## config.mk

```make
export PLATFORM = sky130hd
export DESIGN_NAME = uart_tx_periph
export DESIGN_NICKNAME = d
export VERILOG_FILES = /design/src/rtl/uart_tx_periph.sv
export SDC_FILE = /design/constraint.sdc
export NUM_CORES = 1
export LEC_CHECK = 0
export ABC_AREA = 1
export CAP_MARGIN = 20
export CORE_ASPECT_RATIO = 1.5
export CORE_MARGIN = 4
export CORE_UTILIZATION = 55
export CTS_CLUSTER_SIZE = 14
export DETAILED_ROUTE_END_ITERATION = 6
export DONT_BUFFER_PORTS = 1
export PLACE_DENSITY = 0.83
export SLEW_MARGIN = 20
export SYNTH_ARGS = -nofsm -noshare
export SYNTH_HDL_FRONTEND = slang
export SYNTH_SLANG_ARGS = --single-unit
```

## constraint.sdc

```tcl
create_clock -name clk -period 2.4 [get_ports clk]
set_input_delay 0.36 -clock clk [delete_from_list [all_inputs] [get_ports clk]]
set_output_delay 0.36 -clock clk [all_outputs]
set_load 0.1 [all_outputs]
```

## src/rtl/uart_tx_periph.sv

```systemverilog
// uart_tx_periph: memory-mapped UART transmitter with a small byte FIFO.
//
// Purpose
//   The pipeline MEM stage stores bytes to TXD. They queue in a FIFO and are
//   sent as 8N1 frames (start, 8 data bits LSB first, stop) on a serial line
//   that idles high. When the FIFO still holds data at the end of a stop bit,
//   the next frame follows with no idle gap. A store to a full FIFO is dropped
//   and sets a sticky overrun flag (OVR). Software clears OVR through CON.
//
// Register map (full 32-bit address decode)
//   0x4000_0018 TXD  write: push write_data[7:0]. Reads as 0.
//   0x4000_0020 CON  read : [0] full, [1] empty, [2] tx_active, [3] OVR,
//                           [8:4] occupancy, other bits 0.
//                    write: write_data[3]=1 clears OVR. Other bits are ignored.
//   Any other address: no effect, and read_data is 0.
//
// Bus handshake
//   mem_write and mem_read are single-cycle strobes qualified by addr.
//   There is no ready signal, so every access completes in its own cycle.
//   read_data is combinational from addr and mem_read.
//
// Build option
//   UART_PARITY_EN: when defined, an even-parity bit is inserted between
//   the data bits and the stop bit, giving an 11-bit frame.
//
// Parameters
//   CLKS_PER_BIT  clk cycles per serial bit (4..65535)
//   FIFO_DEPTH    FIFO entries, power of two (2..16)
//
// Ports
//   clk         rising-edge clock
//   reset       asynchronous active-low reset
//   mem_write   store strobe
//   mem_read    load strobe
//   addr        byte address
//   write_data  store data
//   read_data   load data
//   tx          serial output (idle high)
//   tx_irq      registered; high while the FIFO is empty and the line is idle
//   state_dbg   current FSM state encoding
module uart_tx_periph #(
    parameter int unsigned CLKS_PER_BIT = 16,
    parameter int unsigned FIFO_DEPTH   = 4
) (
    input  logic        clk,
    input  logic        reset,
    input  logic        mem_write,
    input  logic        mem_read,
    input  logic [31:0] addr,
    input  logic [31:0] write_data,
    output logic [31:0] read_data,
    output logic        tx,
    output logic        tx_irq,
    output logic [2:0]  state_dbg
);

    localparam logic [31:0] TXD_ADDR  = 32'h4000_0018;
    localparam logic [31:0] CON_ADDR  = 32'h4000_0020;
    localparam int          PTR_W     = $clog2(FIFO_DEPTH);
    localparam int          CNT_W     = PTR_W + 1;
    localparam logic [15:0] BAUD_LAST = 16'(CLKS_PER_BIT - 1);

    typedef enum logic [2:0] {
        IDLE   = 3'd0,
        START  = 3'd1,
        DATA   = 3'd2,
`ifdef UART_PARITY_EN
        PARITY = 3'd3,
`endif
        STOP   = 3'd4
    } state_t;

    state_t             state, state_next;
    logic [15:0]        baud_cnt, baud_next;
    logic [2:0]         bit_cnt, bit_next;
    logic [7:0]         shreg, shreg_next;
    logic               load;
    logic               pop;
    logic               push;
    logic               ovr;
    logic               ovr_set;
    logic               ovr_clr;
    logic [PTR_W-1:0]   wr_ptr, rd_ptr;
    logic [CNT_W-1:0]   count, count_next;
    logic               full, empty;
    logic               tx_active;
    logic               baud_done;
    logic               txd_wr;
    logic [7:0]         fifo_mem [FIFO_DEPTH];
    logic               unused_wdata;
`ifdef UART_PARITY_EN
    logic               parity_bit;
`endif

    assign unused_wdata = ^write_data[31:8];

    assign full      = (count == CNT_W'(FIFO_DEPTH));
    assign empty     = (count == '0);
    assign tx_active = (state != IDLE);
    assign baud_done = (baud_cnt == BAUD_LAST);
    assign state_dbg = state;

    // A store to a full FIFO is accepted only when the FSM pops in that
    // same cycle. In that case the occupancy does not change.
    assign txd_wr  = mem_write && (addr == TXD_ADDR);
    assign push    = txd_wr && (!full || pop);
    assign ovr_set = txd_wr && full && !pop;
    assign ovr_clr = mem_write && (addr == CON_ADDR) && write_data[3];

    always_comb begin
        count_next = count;
        case ({push, pop})
            2'b10:   count_next = count + 1'b1;
            2'b01:   count_next = count - 1'b1;
            default: count_next = count;
        endcase
    end

    // FIFO storage has no reset. Only the pointers and the count define
    // which entries are valid.
    always_ff @(posedge clk) begin
        if (push) begin
            fifo_mem[wr_ptr] <= write_data[7:0];
        end
    end

    // Next-state and line logic. Each state entry clears the baud and bit
    // counters, so frame timing never carries over from one frame to the next.
    always_comb begin
        state_next = state;
        baud_next  = baud_cnt;
        bit_next   = bit_cnt;
        shreg_next = shreg;
        load       = 1'b0;
        pop        = 1'b0;
        tx         = 1'b1;
        case (state)
            IDLE: begin
                tx = 1'b1;
                if (!empty) begin
                    pop        = 1'b1;
                    load       = 1'b1;
                    state_next = START;
                    baud_next  = '0;
                    bit_next   = '0;
                end
            end
            START: begin
                tx = 1'b0;
                if (baud_done) begin
                    state_next = DATA;
                    baud_next  = '0;
                    bit_next   = '0;
                end else begin
                    baud_next = baud_cnt + 16'd1;
                end
            end
            DATA: begin
                tx = shreg[0];
                if (baud_done) begin
                    baud_next  = '0;
                    shreg_next = shreg >> 1;
                    if (bit_cnt == 3'd7) begin
                        bit_next = '0;
`ifdef UART_PARITY_EN
                        state_next = PARITY;
`else
                        state_next = STOP;
`endif
                    end else begin
                        bit_next = bit_cnt + 3'd1;
                    end
                end else begin
                    baud_next = baud_cnt + 16'd1;
                end
            end
`ifdef UART_PARITY_EN
            PARITY: begin
                tx = parity_bit;
                if (baud_done) begin
                    state_next = STOP;
                    baud_next  = '0;
                    bit_next   = '0;
                end else begin
                    baud_next = baud_cnt + 16'd1;
                end
            end
`endif
            STOP: begin
                tx = 1'b1;
                if (baud_done) begin
                    baud_next = '0;
                    bit_next  = '0;
                    // If another byte is waiting, start it immediately.
                    if (!empty) begin
                        pop        = 1'b1;
                        load       = 1'b1;
                        state_next = START;
                    end else begin
                        state_next = IDLE;
                    end
                end else begin
                    baud_next = baud_cnt + 16'd1;
                end
            end
            default: begin
                state_next = IDLE;
                baud_next  = '0;
                bit_next   = '0;
            end
        endcase
        if (load) begin
            shreg_next = fifo_mem[rd_ptr];
        end
    end

    always_ff @(posedge clk or negedge reset) begin
        if (!reset) begin
            state    <= IDLE;
            baud_cnt <= '0;
            bit_cnt  <= '0;
            shreg    <= '0;
            wr_ptr   <= '0;
            rd_ptr   <= '0;
            count    <= '0;
            ovr      <= 1'b0;
            tx_irq   <= 1'b1;
        end else begin
            state    <= state_next;
            baud_cnt <= baud_next;
            bit_cnt  <= bit_next;
            shreg    <= shreg_next;
            count    <= count_next;
            if (push) begin
                wr_ptr <= wr_ptr + 1'b1;
            end
            if (pop) begin
                rd_ptr <= rd_ptr + 1'b1;
            end
            if (ovr_set) begin
                ovr <= 1'b1;
            end else if (ovr_clr) begin
                ovr <= 1'b0;
            end
            // tx_irq is computed from the next state, so the registered
            // level matches the FIFO and FSM state of the same cycle.
            tx_irq <= (count_next == '0) && (state_next == IDLE);
        end
    end

`ifdef UART_PARITY_EN
    // Parity is taken from the byte when it is loaded. The shifter
    // changes during the frame, so it cannot be used here.
    always_ff @(posedge clk or negedge reset) begin
        if (!reset) begin
            parity_bit <= 1'b0;
        end else if (load) begin
            parity_bit <= ^fifo_mem[rd_ptr];
        end
    end
`endif

    always_comb begin
        read_data = '0;
        if (mem_read && (addr == CON_ADDR)) begin
            read_data[0]   = full;
            read_data[1]   = empty;
            read_data[2]   = tx_active;
            read_data[3]   = ovr;
            read_data[8:4] = 5'(count);
        end
    end

endmodule

```

After elaboration in Yosys (flattened, before gate mapping):

Memory sizes are Yosys's and may differ from the RTL's.
Index checks and enable logic that the tools add are counted.

* mux-type cells: 28
* reductions and logical operators: 23
* equal/unequal tests: 13
* $add $sub $neg: 6

Operators by type and width (number)
* $eq 32x31->1 const B: 2
* $mux 16: 2
* $pmux 16 s2: 1
* $mux 3: 9
* $mux 8: 3
* $add 16x1->16 const B: 1
* $eq 16x4->1 const B: 1
* $logic_not 3->1: 4
* $pmux 3 s4: 1
* $eq 3x3->1 const B: 3
* $pmux 3 s3: 1
* $logic_and 1x1->1: 8
* $mux 1: 7
* $mux 7: 1
* $add 3x1->3 const B: 2
* $pmux 3 s2: 1
* $reduce_bool 2->1: 3
* $add 2x1->2 const B: 2
* $ne 2x2->1 const B: 2
* $pmux 1 s2: 2
* $eq 3x1->1 const B: 1
* $eq 3x2->1 const B: 1
* $reduce_and 3->1: 1
* $reduce_bool 3->1: 1
* other kinds (9): 10

* memories kept: 1
* bits of input ports: 68
* output and inout bits: 37
* bits in writable memories: 32
* bits in registers: 39

Memories
* fifo_mem: words 4, bits a word 8, rd ports 1, clocked after Yosys merged registers in 0, write ports 1, RTL line 89 `logic [7:0] fifo_mem [FIFO_DEPTH];`

Logic depth before layout (Yosys ltp):

* depth in word-level cells: 10
* mapped depth: 17
* depth with buffers taken out: 17

Worst setup path after synthesis:

Ideal clock, no wire load.

* kind: in2out
* start point: in addr[23]
* end point: out read_data[0]
* stages on the path: 7
* path buffers: 0
* required time: 2.040 ns
* path slack: -0.973 ns
* arrival time: 3.013 ns
* cells stage by stage: nor2_1 > nand2_1 > nor2_1 > nand2_1 > nor2_1 > nand3_1 > nor3_1

* word-level cells in the longest chain between the ends: 3

RTL lines
* start: declaration: RTL line 49 `input logic [31:0] addr,`
* $eq 32x31->1: RTL line 265 `if (mem_read && (addr == CON_ADDR)) begin`
* $logic_and 1x1->1: RTL line 265
* $mux 7: RTL line 265
* end: declaration: RTL line 51 `output logic [31:0] read_data,`

No other way between the ends.

Worst setup path in the final report:

* start point: reg baud_cnt[1]
* end point: reg tx_irq

* word-level cells in the longest chain between the ends: 9

RTL lines
* start: declaration: RTL line 74 `logic [15:0] baud_cnt, baud_next;`
* start signal: assignment: RTL line 230 `baud_cnt <= baud_next;`
* $eq 16x4->1 (*): RTL line 100 `assign baud_done = (baud_cnt == BAUD_LAST);`
* $mux 1 (*): RTL line 191 `if (baud_done) begin`
* $pmux 1 s2 (*): RTL line 137 `case (state)`
* $logic_or 1x1->1: RTL line 106 `assign push = txd_wr && (!full || pop);`
* $logic_and 1x1->1: RTL line 106
* $eq 2x1->1 or $eq 2x2->1 (tied branches): RTL line 112 `case ({push, pop})`
* $pmux 3 s2 (*): RTL line 112
* via count_next[1]: RTL line 84 `logic [CNT_W-1:0] count, count_next;`
* $logic_not 3->1 (*): RTL line 247 `tx_irq <= (count_next == '0) && (state_next == IDLE);`
* $logic_and 1x1->1 (*): RTL line 247
* end signal: assignment: RTL line 247
* end: declaration: RTL line 53 `output logic tx_irq,`

Mark *: on every way through the listed nets, which the timed path passes. The rest lies on a longest branch.
A chain may end at the register's enable or synchronous reset.

==> impl_results.md <==
* Clk Latency, worst-skew pair at ~0.35 ns
* Layout cell share with drive strength beyond 1 at between 20 and 25%
* Area Overhead vs Synth at 18.71%
* Synth Area in Adders at 3.059%
* Worst-path clk slew at 0.09 ns
* R2R depth at 16
* CTS tree: yes
* RSZ-0062 raised after global routing: yes
* Simple-gate share of the synthesized area at 29.13%
* Largest area contributor in the netlist: edfxtp_1
* Cells after Synth at 465
* DP Cell Count at 579
* Status: finished, violations left
* Die ar. at ~8600 µm²
* Die Y at 111.5 µm
* Min-delay src: write_data[7]
* EDFF count, synth at 32
* Synth top area share at 24.47%
* Post-Syn Area at 3926 µm²
* Synth cell types at 36
* Gpl congestion at about 0.94
* VDD IR max at 0.4394 mV
* Max Cap Violations at 0
* Final Max Slew Viols at 0
* Via count at 3254
* Fin cells at about 600
* Clk pwr share at 38.9%
* Total Wirelength at around 9000 µm
* Post-Place Setup Slack at -0.09119 ns
* Hold Path Sink: fifo_mem[1][7]$_DFFE_PP_
* Sw Ratio at about 29%
* Vias per Instance at 5.414
* Cts bufs inserted at 9
* CP Launch Point: baud_cnt[1]$_DFFE_PN0P_
* Initial antenna violation count at 0
* Floorplan Core Area at 6898 µm²
* Die width at 76.99 µm
* Setup Viol. Count Final at 1
* Slew HR at 65.08%
* Detailed Place HPWL at 6528 µm
* Register bit count reported by yosys at 71
* Ant. Diodes at 0
* Site Rows at 37
* Fmax at 407.8 MHz
* Worst setup EP type: flip-flop
* Final Critical Period at 2.452 ns
* Switching power at between 700 and 800 µW
* Largest family of logic cells by synthesized area: simple AND/OR/NAND/NOR gates
* CTS max path bufs at 2
* Compound-Gate Fraction of Synth Area at 6.533%
* Iter 0 DRT Violations at about 130
* Setup ws final at -0.05193 ns
* Endpoints failing hold at 0
* Synth Area per Inst at approximately 8.4 µm²
* Pin count of the biggest net entering global routing at 40
* DR WL/cell at 14.90 µm
* ANT nets after route at 0
* Crit path max fanout at 3
* Combinational power share at 9.6%
* Total grt overflow at 0
* Root buffer cell: clkbuf_8
* Critical Path Slowest Stage Cell: fa_2
* Pre-antenna DRT Iters at 5
* PD cells at 557.9 nW/µm²
* Crit-path cells: ha_2, nand3_2, nor2_4, nand3_2, nand2_2, nand2_4, clkinv_4, ha_4, inv_2, fa_2, o21ai_2, nor2_1, nand3_1, nor2_1, nand2_1, nor2_2
* CTS H-Tree Depth at 3
* PortBufs at 0
* R2R setup slack at -0.05 ns
* Reg power frac at 51.4%
* First-pass GRT wire length at 14470 µm
* CP top delay family: simple AND/OR/NAND/NOR gates
* Ys flop type: dfrtp_1
* Most frequent cells in the layout: nand2_1, nor2_1, inv_1
* Crit path buf inv count at 2
* P_int at 1.855 mW
* Asr flop ratio synth at 54.93%
* Layout Nets at between 500 and 600
* Max incr delay on CP at 0.54 ns
* Top cells by area, synth: edfxtp_1, dfrtp_1, nand2_1
* Initial Util at 56.92%
* Leakage power figure at 2.070 nW
* Top-level I/O count at between 100 and 150
* Number of fill cells in the layout at 509
* Min-Delay Path Class: input port to flip-flop
* Worst hold slack at 0.1010 ns
* Worst-Margin Slew at about 0.52 ns
* Worst Path Arrival at 2.75 ns
* Hold path cells at 0
* Post-synthesis mux area share at 0%
* Most common cell after layout, fill and taps aside: nand2_1
* Failing checks: setup timing
* Worst path required time at 2.70 ns
* RR Startpoint: baud_cnt[1]$_DFFE_PN0P_
* Critical Path Source Type: flip-flop
* Number of global-route vias before repair at 3231
* Clock net sink count at 71
* Synth Area in XOR/XNOR at 1.115%
* Ys Warns at 0
* Clock skew at ~0.011 ns
* Reg2reg end: tx_irq$_DFF_PN1_
* Gr usage total at 21.28%
* Period Utilization, post-route at 102.2%
* Register area share after synthesis at 49.36%
* WS Path Type: flip-flop to flip-flop
* DRC at 0
[registers in the layout, summed over array words and instances, names as in the netlist]
| register | flops |
|---|---|
| fifo_mem | 32 |
| baud_cnt | 16 |
| shreg | 8 |
| bit_cnt | 3 |
| count | 3 |
| state_dbg | 3 |
| rd_ptr | 2 |
| wr_ptr | 2 |
| ovr | 1 |
| tx_irq | 1 |
[power groups by stage]
stage | Sequential (mW) | Clock (mW) | Combinational (mW)
floorplan | 1.36 | 0 | 0.255
global placement | 1.36 | 0 | 0.227
detailed placement | 1.36 | 0 | 0.232
global route | 1.34 | 1.09 | 0.266
finish | 1.34 | 1.01 | 0.251
CTS | 1.34 | 1.03 | 0.251
[per-layer routing]
layer | wire (µm) | up-vias | GRT usage [%]
met5 | 0 | - | 0
met4 | 289 | 0 | 11.05
met3 | 348 | 30 | 4.531
met2 | 5204 | 97 | 40.92
met1 | 3111 | 1535 | 20.84
li1 | - | 1592 | -
[cells in the mapped netlist, drive strengths merged (2+ instances only)]
master	instances
xor2	4
nor3	12
nand3	41
inv	52
nand4	17
ha	8
o21bai	2
buf	29
edfxtp	32
nand2	90
o21ai	30
o22ai	10
nor2	88
a21oi	3
dfrtp	38
[what timing repair did]
action                     CTS  global route
gates resized for setup      3             3
setup endpoints to repair    1             1
pin swaps                   10             7
hold endpoints to repair    39             0
buffers inserted             1             3
hold buffers                 2             0
[kinds of logic (layout without fill, tap and decap cells)]
family | after synthesis | after routing
simple gates | 250 | 250
buf+inv | 83 | 117
flops | 71 | 71
compound gates | 46 | 46
fa+ha+maj | 9 | 9
xor+xnor | 5 | 5
other cells | 1 | 25
[worst max path at each step]
stage	end	slack (ns)	cells after the start
global placement	tx_irq$_DFF_PN1_	0.04	16
global route	tx_irq$_DFF_PN1_	-0.21	16
finish	tx_irq$_DFF_PN1_	-0.05	16
floorplan	read_data[1]	-0.22	7
CTS	tx_irq$_DFF_PN1_	-0.001	16
detailed placement	tx_irq$_DFF_PN1_	-0.09	16
[metrics by stage]
stage	utilization (%)	area, µm²	TNS, ns	power (mW)
global route	67.57	4661	-0.2126	2.702
global placement	63.32	4368	0	1.587
floorplan	-	4066	-1.504	1.611
CTS	67.10	4628	-0.001453	2.618
finish	67.57	4661	-0.05193	2.600
detailed placement	63.32	4368	-0.09119	1.594
[layout make-up]
class                      instances  area, µm²  area share (%)
sequential                        71       1949           41.83
inverter                          53      203.9           4.376
clock buffer                       9      123.9           2.658
timing repair buffer              48      462.9           9.933
clock inverter                     7      87.58           1.879
multi-input combinational        335       1735           37.23
tap                               78      97.59           2.094
Note: power is estimated with default switching activity, not from simulation.
